**config.mk**
```make
export PLATFORM = sky130hd
export DESIGN_NAME = fetch_sequencer
export DESIGN_NICKNAME = d
export VERILOG_FILES = /design/src/rtl/fetch_pkg.sv /design/src/rtl/mux_2to1.sv /design/src/rtl/fetch_sequencer.sv
export SDC_FILE = /design/constraint.sdc
export NUM_CORES = 1
export LEC_CHECK = 0
export BUFFER_PORTS_ARGS = -buffer_cell sky130_fd_sc_hd__buf_2
export CORE_MARGIN = 3
export CORE_UTILIZATION = 35
export DETAILED_ROUTE_END_ITERATION = 7
export SLEW_MARGIN = 10
export SYNTH_ARGS = -nofsm -noshare
export SYNTH_HDL_FRONTEND = slang
export SYNTH_SLANG_ARGS = --single-unit
```
**constraint.sdc**
```tcl
create_clock -name clk -period 3.5 [get_ports clk]
set_input_delay 0.175 -clock clk [delete_from_list [all_inputs] [get_ports clk]]
set_output_delay 0.175 -clock clk [all_outputs]
set_load 0.005 [all_outputs]
```
**src/rtl/fetch_pkg.sv**
```systemverilog
// Shared fetch-stage definitions: FSM state encoding and PC defaults.
// Latency: n/a (types and constants only).
// Backpressure: n/a.
package fetch_pkg;

    typedef enum logic [2:0] {
        BOOT     = 3'd0,
        FETCH    = 3'd1,
        WAIT_MEM = 3'd2,
        STALL    = 3'd3,
        DRAIN    = 3'd4
    } fetch_state_t;

    localparam int unsigned PC_STEP_DEF  = 4;
    localparam int unsigned RESET_PC_DEF = 0;

endpackage

```
**src/rtl/mux_2to1.sv**
```systemverilog
// Generic 2:1 bus select: sel=0 picks in_a, sel=1 picks in_b.
// Latency: combinational.
// Backpressure: none.
module mux_2to1 #(
    parameter int bus_size = 10
) (
    input  logic [bus_size-1:0] in_a,
    input  logic [bus_size-1:0] in_b,
    input  logic                sel,
    output logic [bus_size-1:0] out
);

    assign out = sel ? in_b : in_a;

endmodule

```
**src/rtl/fetch_sequencer.sv**
```systemverilog
// Instruction-fetch controller: owns the PC, selects sequential/redirect next-PC, drains abandoned fetches.
// Latency: control outputs combinational from state/inputs; pc and state update on the clk edge.
// Backpressure: stall or mem_ready=0 hold the PC; fetch_req drops in STALL and DRAIN.
module fetch_sequencer
    import fetch_pkg::*;
#(
    parameter int          bus_size = 10,
    parameter int unsigned RESET_PC = RESET_PC_DEF,
    parameter int unsigned PC_STEP  = PC_STEP_DEF,
    parameter int          CNT_W    = 16
) (
    input  logic                clk,
    input  logic                rst_n,
    input  logic                stall,
    input  logic                redirect,
    input  logic [bus_size-1:0] redirect_target,
    input  logic                mem_ready,
    output logic                fetch_req,
    output logic [bus_size-1:0] pc,
    output logic                pc_sel,
    output logic                pc_we,
    output logic                if_valid,
    output logic                flush,
    output logic [CNT_W-1:0]    stall_cnt
);

    fetch_state_t        state, state_nxt;
    logic [bus_size-1:0] pc_inc;
    logic [bus_size-1:0] pc_nxt;

    // Wraps silently at 2^bus_size.
    assign pc_inc = pc + bus_size'(PC_STEP);

    mux_2to1 #(.bus_size(bus_size)) u_pc_mux (
        .in_a (pc_inc),
        .in_b (redirect_target),
        .sel  (pc_sel),
        .out  (pc_nxt)
    );

    always_ff @(posedge clk) begin
        if (!rst_n) begin
            state     <= BOOT;
            pc        <= bus_size'(RESET_PC);
            stall_cnt <= '0;
        end else begin
            state <= state_nxt;
            if (pc_we)
                pc <= pc_nxt;
            if (state == STALL && stall_cnt != '1)
                stall_cnt <= stall_cnt + 1'b1;
        end
    end

    always_comb begin
        state_nxt = state;
        fetch_req = 1'b0;
        pc_sel    = 1'b0;
        pc_we     = 1'b0;
        if_valid  = 1'b0;
        flush     = 1'b0;
        case (state)
            BOOT: state_nxt = FETCH;
            FETCH, WAIT_MEM: begin
                fetch_req = 1'b1;
                if (redirect) begin
                    pc_sel = 1'b1;
                    pc_we  = 1'b1;
                    flush  = 1'b1;
                    // Abandoning an unanswered request in WAIT_MEM needs a drain.
                    state_nxt = (state == WAIT_MEM && !mem_ready) ? DRAIN : FETCH;
                end else if (stall) begin
                    state_nxt = STALL;
                end else if (mem_ready) begin
                    if_valid  = 1'b1;
                    pc_we     = 1'b1;
                    state_nxt = FETCH;
                end else begin
                    state_nxt = WAIT_MEM;
                end
            end
            STALL: begin
                if (redirect) begin
                    pc_sel    = 1'b1;
                    pc_we     = 1'b1;
                    flush     = 1'b1;
                    state_nxt = FETCH;
                end else if (!stall) begin
                    state_nxt = FETCH;
                end
            end
            DRAIN: begin
                if (redirect) begin
                    pc_sel = 1'b1;
                    pc_we  = 1'b1;
                    flush  = 1'b1;
                end
                // The stale response retires the drain even when a new redirect lands with it.
                if (mem_ready)
                    state_nxt = FETCH;
            end
            default: state_nxt = BOOT;
        endcase
        // Reset pre-empts any load or handshake in the same cycle.
        if (!rst_n) begin
            fetch_req = 1'b0;
            pc_sel    = 1'b0;
            pc_we     = 1'b0;
            if_valid  = 1'b0;
            flush     = 1'b0;
        end
    end

endmodule

```
# Yosys cells after proc, flatten, opt, wreduce, memory -nomap -nowiden
# Cells that the tools add are included.
dict set report totals {
  inputBits 15
  register_bits 29
  wordCells 42
  out_inout_bits 31
}
dict set report op_classes {
  addsub 2
  reduce_logical 8
  mux 22
  n_eq_ne 7
}
# op count
set ops {}
lappend ops {{adder 16 x 1 -> 16 bit, second input constant} 1}
lappend ops {{!= test 16 bit, second input constant} 1}
lappend ops {{2-to-1 mux 3 bit} 5}
lappend ops {{2-to-1 mux 1 bit} 12}
lappend ops {{one-hot mux 3 bit (4 select lines)} 1}
lappend ops {{adder 10 x 3 -> 10 bit, second input constant} 1}
lappend ops {{2-to-1 mux 10 bit} 1}
lappend ops {{== test 3 x 2 -> 1 bit, second input constant} 2}
lappend ops {{2-to-1 mux 2 bit} 2}
lappend ops {{OR reduction 2 bit} 2}
lappend ops {{OR reduction 4 bit} 1}
lappend ops {{== test 3 x 1 -> 1 bit, second input constant} 1}
lappend ops {{== test 3 bit, second input constant} 1}
lappend ops {{zero test 3 bit} 1}
lappend ops {{!= test 3 bit, second input constant} 1}
lappend ops {{logical AND 1 bit} 2}
lappend ops {{!= test 2 bit, second input constant} 1}
lappend ops {{one-hot mux 1 bit (2 select lines)} 1}
lappend ops {{AND reduction 2 bit} 1}
lappend ops {{zero test 1 bit} 1}

# Logic depth before layout (Yosys ltp)
# Gate-level depths: netlist of the first run.
dict set report depth {
  word_depth 5
  mapped_depth 6
  depth_no_buf 5
}

# Hierarchy
# A second synthesis of the first run with hierarchy kept.
dict set report unflattened {
  hier_cells 202
  hier_area_um2 1707.9
}
# module cells_per_inst n_inst seq_area_each_um2 area_each_um2
set modules_own_cells {}
lappend modules_own_cells {fetch_sequencer 191 1 580.6 1546.5}
lappend modules_own_cells {mux_2to1 11 1 0.0 161.4}

# Least setup slack after synthesis of the first run
# OpenSTA, ideal clock, no wires.
dict set report synth_path {
  path_kind {flip-flop to flip-flop}
  startpoint {register state[2]}
  endpoint {register stall_cnt[15]}
  path_stages_with_launch 7
  t_arrival_ns 1.514
  n_path_buf 2
  required_time_ns 3.430
  setup_slack_ns 1.916
  synth_period_minus_slack_ns 1.584
  setup_ns 0.070
  cell_sequence {dfxtp_1 > buf_6 > and3b_1 > buf_6 > nand4_4 > or4_1 > a21oi_1}
}
dict set report synth_via {
  elab_chain_cells 2
}
# item line
set synth_lines {}
lappend synth_lines {{from (decl)} fetch_sequencer.sv:27} ;# fetch_state_t state, state_nxt;
lappend synth_lines {{from (signal assigned)} fetch_sequencer.sv:47} ;# state <= state_nxt;
lappend synth_lines {{== test 3 x 2 -> 1 bit} fetch_sequencer.sv:50} ;# if (state == STALL && stall_cnt != '1)
lappend synth_lines {{logical AND 1 bit} fetch_sequencer.sv:50}
lappend synth_lines {{to (signal assigned)} fetch_sequencer.sv:51} ;# stall_cnt <= stall_cnt + 1'b1;
lappend synth_lines {{to (decl)} fetch_sequencer.sv:24} ;# output logic [CNT_W-1:0] stall_cnt
# No other way between the ends.
# A chain may end at the register's enable or synchronous reset.

# Worst setup path in the final report of the first run
dict set report layout_path {
  startpoint {register state[1]}
  endpoint {output port pc_we}
}
dict set report layout_via {
  elab_chain_cells 4
  elab_cells_between_ends 8
}
# item line
set layout_lines {}
lappend layout_lines {{== test 3 x 2 -> 1 bit (tied with other cells)} fetch_sequencer.sv:62} ;# case (state)
lappend layout_lines {{OR reduction 2 bit, on equally long branches} --}
lappend layout_lines {{one-hot mux 1 bit (2 select lines) (*)} fetch_sequencer.sv:62}
lappend layout_lines {{2-to-1 mux 1 bit (*)} fetch_sequencer.sv:105} ;# if (!rst_n) begin
lappend layout_lines {{to (decl)} fetch_sequencer.sv:21} ;# output logic pc_we,
# Mark *: on every way between the ends. The rest lies on a longest branch, timed or not.

==> results list, run 1 <==
- Final Setup Violations: 0
- Cell area power density: 335 mW/mm²
- Largest buffer count on any clock path: 2
- Share of synthesized cell area in full adder, half adder and majority cells: 0.0142
- Maximum clock rate: 486 MHz
- The slowest stage of the critical path is the sky130_fd_sc_hd__dfxtp_1 cell.
* Port Buf Inserts: 45
- Number of DRC markers after the initial detailed-route iteration: 80
* Post-Route WL: 4.36 mm
- Family of cells with the greatest summed delay on the critical path: flip-flops
* Fill cell instance count of the final layout: 491
- Run status: finished clean
- Of the total power, the share spent switching nets is 0.270.
- H-tree levels: 2
- Clock-pin slew was measured on the worst setup and hold paths at 60 ps.
* Launch instance of the worst register-to-register path: state[1]
- After synthesis, the cell types taking the most area are sky130_fd_sc_hd__dfxtp_1, sky130_fd_sc_hd__mux2i_1, sky130_fd_sc_hd__a21oi_1.
- CP bufs+invs: 1
- Type of the worst min-delay path: in2reg
* Later-pin clock latency in the skew report: between 200 and 300 ps
* Fraction of post-synthesis cell area in the top cell type by area: 0.330
- Detailed placement ended at an HPWL of 3.18 mm.
* Tightest slew margin relative to the limit: 0.542
* Total of hold buffers inserted after clock tree synthesis: 0
* Post-detailed-placement cell area: between 0.0015 and 0.002 mm²
- The setup path with the least slack is of type reg2out.
- The tool flagged a number of max-cap violations equal to 0.
- Across all register-to-register paths, the minimum setup slack is 1570 ps.
- For the pin with the worst max-slew slack, the measured transition is just under 700 ps.
- STA classifies the critical path startpoint as a flip-flop.
- The floorplan step set the die height to 76.9 µm.
* Post-Syn Area per Cell: 8.49 µm²
- Buffers inserted during clock tree synthesis total 5.
- For this run, the detailed router's first-pass iteration total came to 4.
* Routability congestion estimate from global placement: 0.827
- Leading cell types by count after synthesis: sky130_fd_sc_hd__dfxtp_1, sky130_fd_sc_hd__nand2_1, sky130_fd_sc_hd__a21oi_1, sky130_fd_sc_hd__mux2i_1, sky130_fd_sc_hd__a211oi_1
- Leakage power total: 0.846 nW
- Gate count of the mapped netlist: 207
* Die W: 76.9 µm
- In this run, synthesis inferred 0 flip-flops with an integrated enable.
- Across every metal layer, demand over resource in global routing totals 0.157.
- Unique masters post-synth: 48
* First-pass GRT wire length: between 7 and 8 mm
* DRC violations left: 0
- Overall Power: 0.697 mW
- The final route contains 1748 vias.
* Share of the clock period used by the worst path after layout: 0.588
- Using the TritonRoute via totals, the vias-per-cell ratio works out to 5.53.
- The finished layout holds 316 standard cells, fillers aside.
- Synthesis produced a netlist with a net count of 224.
- Max rail drop VDD: around 0.18 mV
- Routed Antenna Nets: 0
- After synthesis, the share of cell area in mux cells is 0.0690.
- The synthesized design spends more area on one cell type than any other, namely sky130_fd_sc_hd__dfxtp_1.
- Of the total synthesized cell area, the portion taken by AND, OR, NAND and NOR gates is 0.288.
- Proportion of layout cells with a drive suffix above 1: 0.237
- Share of total power in the clock network: 0.381
- Effective utilization at floorplan: 0.367
* Die footprint: 0.00591 mm²
- DP Cell Count: 308
- Post-route standard cell area excluding fillers: 0.00208 mm²
* Total setup buffers inserted after CTS: 0
- Part of the total power dissipated in sequential elements: 0.502
- 46 I/O pins were placed.
- The count of pins over their slew limit was 0.
* Data arrival time of the critical path: about 1900 ps
- Across the routed clock network, the largest skew measured is about 4.8 ps.
- Counting flops with an async set or reset pin after synthesis yields a share of 0.
* Fin. Hold Viols: 0
- During synthesis, Yosys emitted a total of 0 warnings.
- Sw Pwr: approximately 0.19 mW
- The via count of the first global-routing pass came to around 1600.
* Peak per-stage delay on the critical path: around 540 ps
* Leading cell type by number of instances after synthesis: sky130_fd_sc_hd__dfxtp_1
- The share of the synthesized area in compound gates (AO/OA/AOI/OAI) was 0.238.
- Core region area: 0.00479 mm²
- Traced cell by cell, the critical path runs through xor2_1, nand2_1, a21oi_1, buf_2.
* Clock root buffer: sky130_fd_sc_hd__clkbuf_8
- Of the total synthesized cell area, the portion taken by XOR and XNOR cells is 0.00996.
* Worst Hold Launch: redirect_target[1]
* Post-synthesis sequential area ratio: 0.330
- TritonCTS clock tree: done
* Number of nets in the layout: 265
* Number of storage elements in the synthesis netlist: 29
- The synthesized netlist occupies a cell area of approximately 0.0018 mm².
- TNS Setup: 0 ps
- The number of antenna violations at the first check in global routing was 0.
* Number of diodes added for antenna fixing: 0
* Row count: 25
- Detailed-route wire length per cell: 13.8 µm
- Cell internal power was estimated by the tool at slightly above 0.5 mW.
* Fin crit period: 2060 ps
- Total overflow reported by the global router: 0
- Entering global routing, the biggest net connects 26 pins.
* Comb pwr share: 0.117
* Required @ worst endpoint: 3320 ps
- For this run, the leading register cell type out of synthesis is sky130_fd_sc_hd__dfxtp_1.
- STA classifies the critical path endpoint as an output port.
- Once layout is complete, the utilization of the core stands at 0.435.
* Cells resized by post-CTS repair: 0
* Top fanout value on the critical path: 12
- Area overhead of the layout relative to synthesis: 18.4%
- Combinational family with the most area after synthesis: simple AND/OR/NAND/NOR gates
- In this run the worst setup path begins at state[1].
- The tree built by TritonCTS fans out to 29 sinks.
* Setup repair after global routing missed its margin: no
## through the flow
| step | setup WS, ps | hold slack (ps) |
|---|---|---|
| 2_1_floorplan | 1920 | 251 |
| 3_3_place_gp | 1640 | 416 |
| 3_5_place_dp | 1580 | 421 |
| 4_1_cts | 1460 | 116 |
| 5_1_grt | 1320 | 140 |
| 6_report | 1440 | 125 |
## worst min-delay path, delay by kind of cell
family                 cells  cell delay (ps)
AND/OR/NAND/NOR            1               70
buffers and inverters      1               70
multiplexers               1               50
## power groups by stage
| stage | logic (mW) | clock network [mW] | registers, mW |
|---|---|---|---|
| after floorplan | 0.0584 | 0 | 0.352 |
| after global placement | 0.0821 | 0 | 0.357 |
| after detailed placement | 0.0820 | 0 | 0.357 |
| after CTS | 0.0822 | 0.281 | 0.350 |
| after global routing | 0.0915 | 0.295 | 0.351 |
| final | 0.0818 | 0.265 | 0.350 |
## registers in the layout (all words and copies together), names as in the netlist
register	count
state	3
pc	10
stall_cnt	16
## final timing paths
kind,endpoint,cells past startpoint
worst max register to register,stall_cnt[15],4
worst min-delay path,pc[1],3
worst max-delay path,pc_we,4
worst min register to register,pc[9],2
## layer usage
metal / global-route usage / part of all wire / wire (µm)
met1: 0.199 / 0.45 / 1970
met2: 0.251 / 0.47 / 2030
met3: 0.0493 / 0.070 / 303
met4: 0.0580 / 0.014 / 60
met5: 0 / 0 / 0
## layout by cell type, fill, tap and decap left out, types with 2 or more instances in the layout
cell type	instances
sky130_fd_sc_hd__a211oi_1	9
sky130_fd_sc_hd__a21oi_1	19
sky130_fd_sc_hd__a31oi_1	2
sky130_fd_sc_hd__and2_1	2
sky130_fd_sc_hd__and3_1	4
sky130_fd_sc_hd__and4_1	3
sky130_fd_sc_hd__buf_2	45
sky130_fd_sc_hd__clkbuf_8	5
sky130_fd_sc_hd__clkinv_2	2
sky130_fd_sc_hd__dfxtp_1	29
sky130_fd_sc_hd__ha_1	2
sky130_fd_sc_hd__inv_1	6
sky130_fd_sc_hd__mux2i_1	11
sky130_fd_sc_hd__nand2_1	24
sky130_fd_sc_hd__nand2b_1	8
sky130_fd_sc_hd__nand3_1	8
sky130_fd_sc_hd__nand4_1	5
sky130_fd_sc_hd__nand4_4	2
sky130_fd_sc_hd__nor2_1	7
sky130_fd_sc_hd__nor3_1	3
sky130_fd_sc_hd__nor4_1	5
sky130_fd_sc_hd__o21ai_0	5
sky130_fd_sc_hd__o311ai_0	3
sky130_fd_sc_hd__o31ai_1	5
sky130_fd_sc_hd__o32ai_1	4
sky130_fd_sc_hd__o41ai_1	4
sky130_fd_sc_hd__or3_1	2
sky130_fd_sc_hd__or4_1	5
## final cells by class
| class | instances | area [µm²] | share of cell area |
|---|---|---|---|
| Clock inverter | 2 | 10.0 | 0.00481 |
| Multi-Input combinational cell | 161 | 1090 | 0.522 |
| Clock buffer | 6 | 72.6 | 0.0349 |
| Timing Repair Buffer | 45 | 225 | 0.108 |
| Inverter | 6 | 22.5 | 0.0108 |
| Tap cell | 67 | 83.8 | 0.0403 |
| Sequential cell | 29 | 581 | 0.279 |
## cells by family after synthesis
logic type / Yosys count
buffers and inverters: 17
AOI/OAI and AO/OA: 61
xor gates and xnor gates: 2
adders and majority gates: 2
and+or+nand+nor: 84
muxes: 12
DFF: 29
Note: power is estimated with default switching activity, not from simulation.
==> inputs of run 2 (changes only) <==
- clock period: 3.5 -> 2 ns (I/O delays scaled with it)
==> run 2 against run 1 <==
  * Global-route usage fell by 0.49 points
  * Sequential share of layout area down 1.0 points
  * First-iteration DRC count decreased by 25%
  * Routed wire length up 1.3%
  * Worst setup slack got worse by 1300 ps
  * Clock-buffer cell count down 1
  * Flip-flop and latch count unchanged
  * Utilization rose by 1.6 points
  * Die area did not move
  * Combinational power increased by 93%
  * Largest cell class unchanged
  * Largest power group is now clock
==> results list, run 2 (same netlist as run 1, synthesis figures left out) <==
* Number of diodes added for antenna fixing: 0
- Max reg flops: 16
* TritonCTS clock tree: done
* Post-Route WL: between 4 and 5 mm
- Entering global routing, the biggest net connects 21 pins.
- Maximum Capacitance Violations: 0
- Number of vias per cell: 5.50
* Number of DRC markers after the initial detailed-route iteration: 60
- Total setup buffers inserted after CTS: 0
- Height of the chip: 76.9 µm
* Tightest slew margin relative to the limit: 0.658
* Initial antenna violation count: 0
* Number of global-route vias before repair: between 1500 and 2000
- Leaving out fill and tap cells, the most frequent cells in the layout are sky130_fd_sc_hd__buf_2, sky130_fd_sc_hd__dfxtp_1, sky130_fd_sc_hd__nand2_1.
- DRC violations left: 0
- Non-filler cells in the finished layout: around 320
* Fin. Hold Viols: 0
* WS Path Type: reg2out
* Core region area: approximately 0.0048 mm²
- Setup repair after global routing left no endpoint under its margin.
- Walking the worst path, the cells encountered are buf_4, xor2_1, nand2_1, a21oi_1, buf_2.
* Final core occ: 0.451
- The count of pins over their slew limit came to 0.
- Met1 Routed Length: around 2.1 mm
- Summing over every cut layer, the via total after detailed routing is about 1800.
- DP Cell Count: 314
- Clock tree synthesis inserted a total of 5 buffers.
* Data arrival time of the critical path: 1800 ps
- In the final layout, the share of cells above drive strength 1 is 0.259.
* Highest metal layer with signal wires: met4
- First-pass GRT wire length: 7.44 mm
- Fin crit period: 1900 ps
* Leakage power total: 0.886 nW
* Type of element launching the critical path: flip-flop
- The longest clock path from root to sink contains 2 buffers.
- Total overflow reported by the global router: 0
- Wire length on met2: 2.05 mm
* Cell area power density: roughly 640 mW/mm²
- Final worst slack: 105 ps
* Worst slack at placement: 189 ps
- Final Setup Violations: 0
* Max rail drop VDD: 0.283 mV
- Clock latency on the worst-skew pair, taken at its later pin, is slightly below 300 ps.
- Effective utilization at floorplan: 0.367
* Type of the worst min-delay path: in2reg
- Number of cells traversed by the worst hold path: 3
- CP bufs+invs: 2
- DP Wirelength: 3.27 mm
* Slack of the worst reg-to-reg path: 180 ps
- Row count: 25
* Most flop-heavy register: stall_cnt
* Sink of the worst hold path: pc[1]
- For the final database, setup skew stands at 5.90 ps.
* Top fanout value on the critical path: 11
- In this run the critical register-to-register path is captured at stall_cnt[15].
- Total iterations of the first detailed-routing run: 4
- Met3 wire length: around 230 µm
* Required @ worst endpoint: 1900 ps
- For the pin with the worst max-slew slack, the measured transition is about 500 ps.
- The floorplan step defined a die boundary enclosing 0.00591 mm².
- Critical path's slowest cell: sky130_fd_sc_hd__a21oi_1
- Peak per-stage delay on the critical path: 390 ps
- CTS placed an instance of sky130_fd_sc_hd__clkbuf_8 at the clock tree root.
- Overall Power: 1.39 mW
* Count of cells along the worst register-to-register path: 4
- Kind of end point of the critical path: output port
- With fillers left out, the area of the finished cells amounts to between 0.002 and 0.0025 mm².
* Routability congestion estimate from global placement: slightly below 0.8
* Routed Antenna Nets: 0
* Share of the clock period used by the worst path after layout: 0.948
- Relative to the synthesized area, the layout overhead comes to 22.8%.
- The largest registers in the layout are stall_cnt x16, pc x10, state x3.
* Port Buf Inserts: 45
- The H-tree was split into 2 levels.
- In this run the critical register-to-register path is launched from state[2].
- After detailed placement, the total cell area comes to 0.00204 mm².
- From left edge to right edge, the die measures about 77 µm.
* Run status: finished clean
- Most common cell after layout, fill and taps aside: sky130_fd_sc_hd__buf_2
* Number of I/O pins: 46
- For this run, the total global-route usage over all layers was measured as 0.153.
- For this design, the CTS-stage hold fixing added 0 buffers.
- WHS: 48.1 ps
* Maximum clock rate: 528 MHz
- Cells resized by post-CTS repair: 0
- Number of nets in the layout: 271
* # clock sinks: 29
* TNS Setup: 0 ps
- Worst Hold Launch: redirect_target[1]
* Family of cells with the greatest summed delay on the critical path: compound AO/OA/AOI/OAI gates
* Clock-pin slew on the worst setup and hold paths: 70 ps
* Detailed-route wire length per cell: 13.7 µm
[run 2: cell count changes in the layout (fill, tap and decap cells not counted), sizes merged]
cell      before  now
buf           45   51
clkinvlp       0    1
clkbuf         6    5
bufinv         0    1
clkinv         2    1
[run 2: power by group]
part / total, mW / internal (mW) / leakage [nW] / switching (mW)
Clock: 0.624 / 0.373 / 0.0543 / 0.252
Sequential: 0.606 / 0.591 / 0.235 / 0.0158
Combinational: 0.158 / 0.0659 / 0.596 / 0.0921
Total: 1.39 / 1.03 / 0.886 / 0.359
[run 2: tightest hold or removal path: stages]
cell	delay, ps
sky130_fd_sc_hd__buf_2	70
sky130_fd_sc_hd__mux2i_1	50
sky130_fd_sc_hd__nor2_1	70
[run 2: worst max-delay path by stage]
stage                        start             to  slack [ps]  cells after the start
final                     state[1]          pc_we         100                      5
after global routing      state[1]          pc_we          20                      5
after CTS                 state[1]          pc_we          90                      5
after detailed placement  state[2]  stall_cnt[15]         190                      4
after global placement    state[2]  stall_cnt[15]         230                      4
after floorplan           state[2]  stall_cnt[15]         420                      6
[run 2: area by class of cell]
cell class              count  area [µm²]
well taps                  67        83.8
clock inverters             3        46.3
repair buffers             51         270
clock buffers               5        68.8
fillers                   498        2630
flip-flops and latches     29         581
inverters                   6        22.5
multi-input cells         161        1090
[run 2: routing by layer]
layer  GRT usage  vias up
met3      0.0411        7
met2       0.250       47
li1            -      894
met1       0.189      822
met5           0        -
met4      0.0616        0
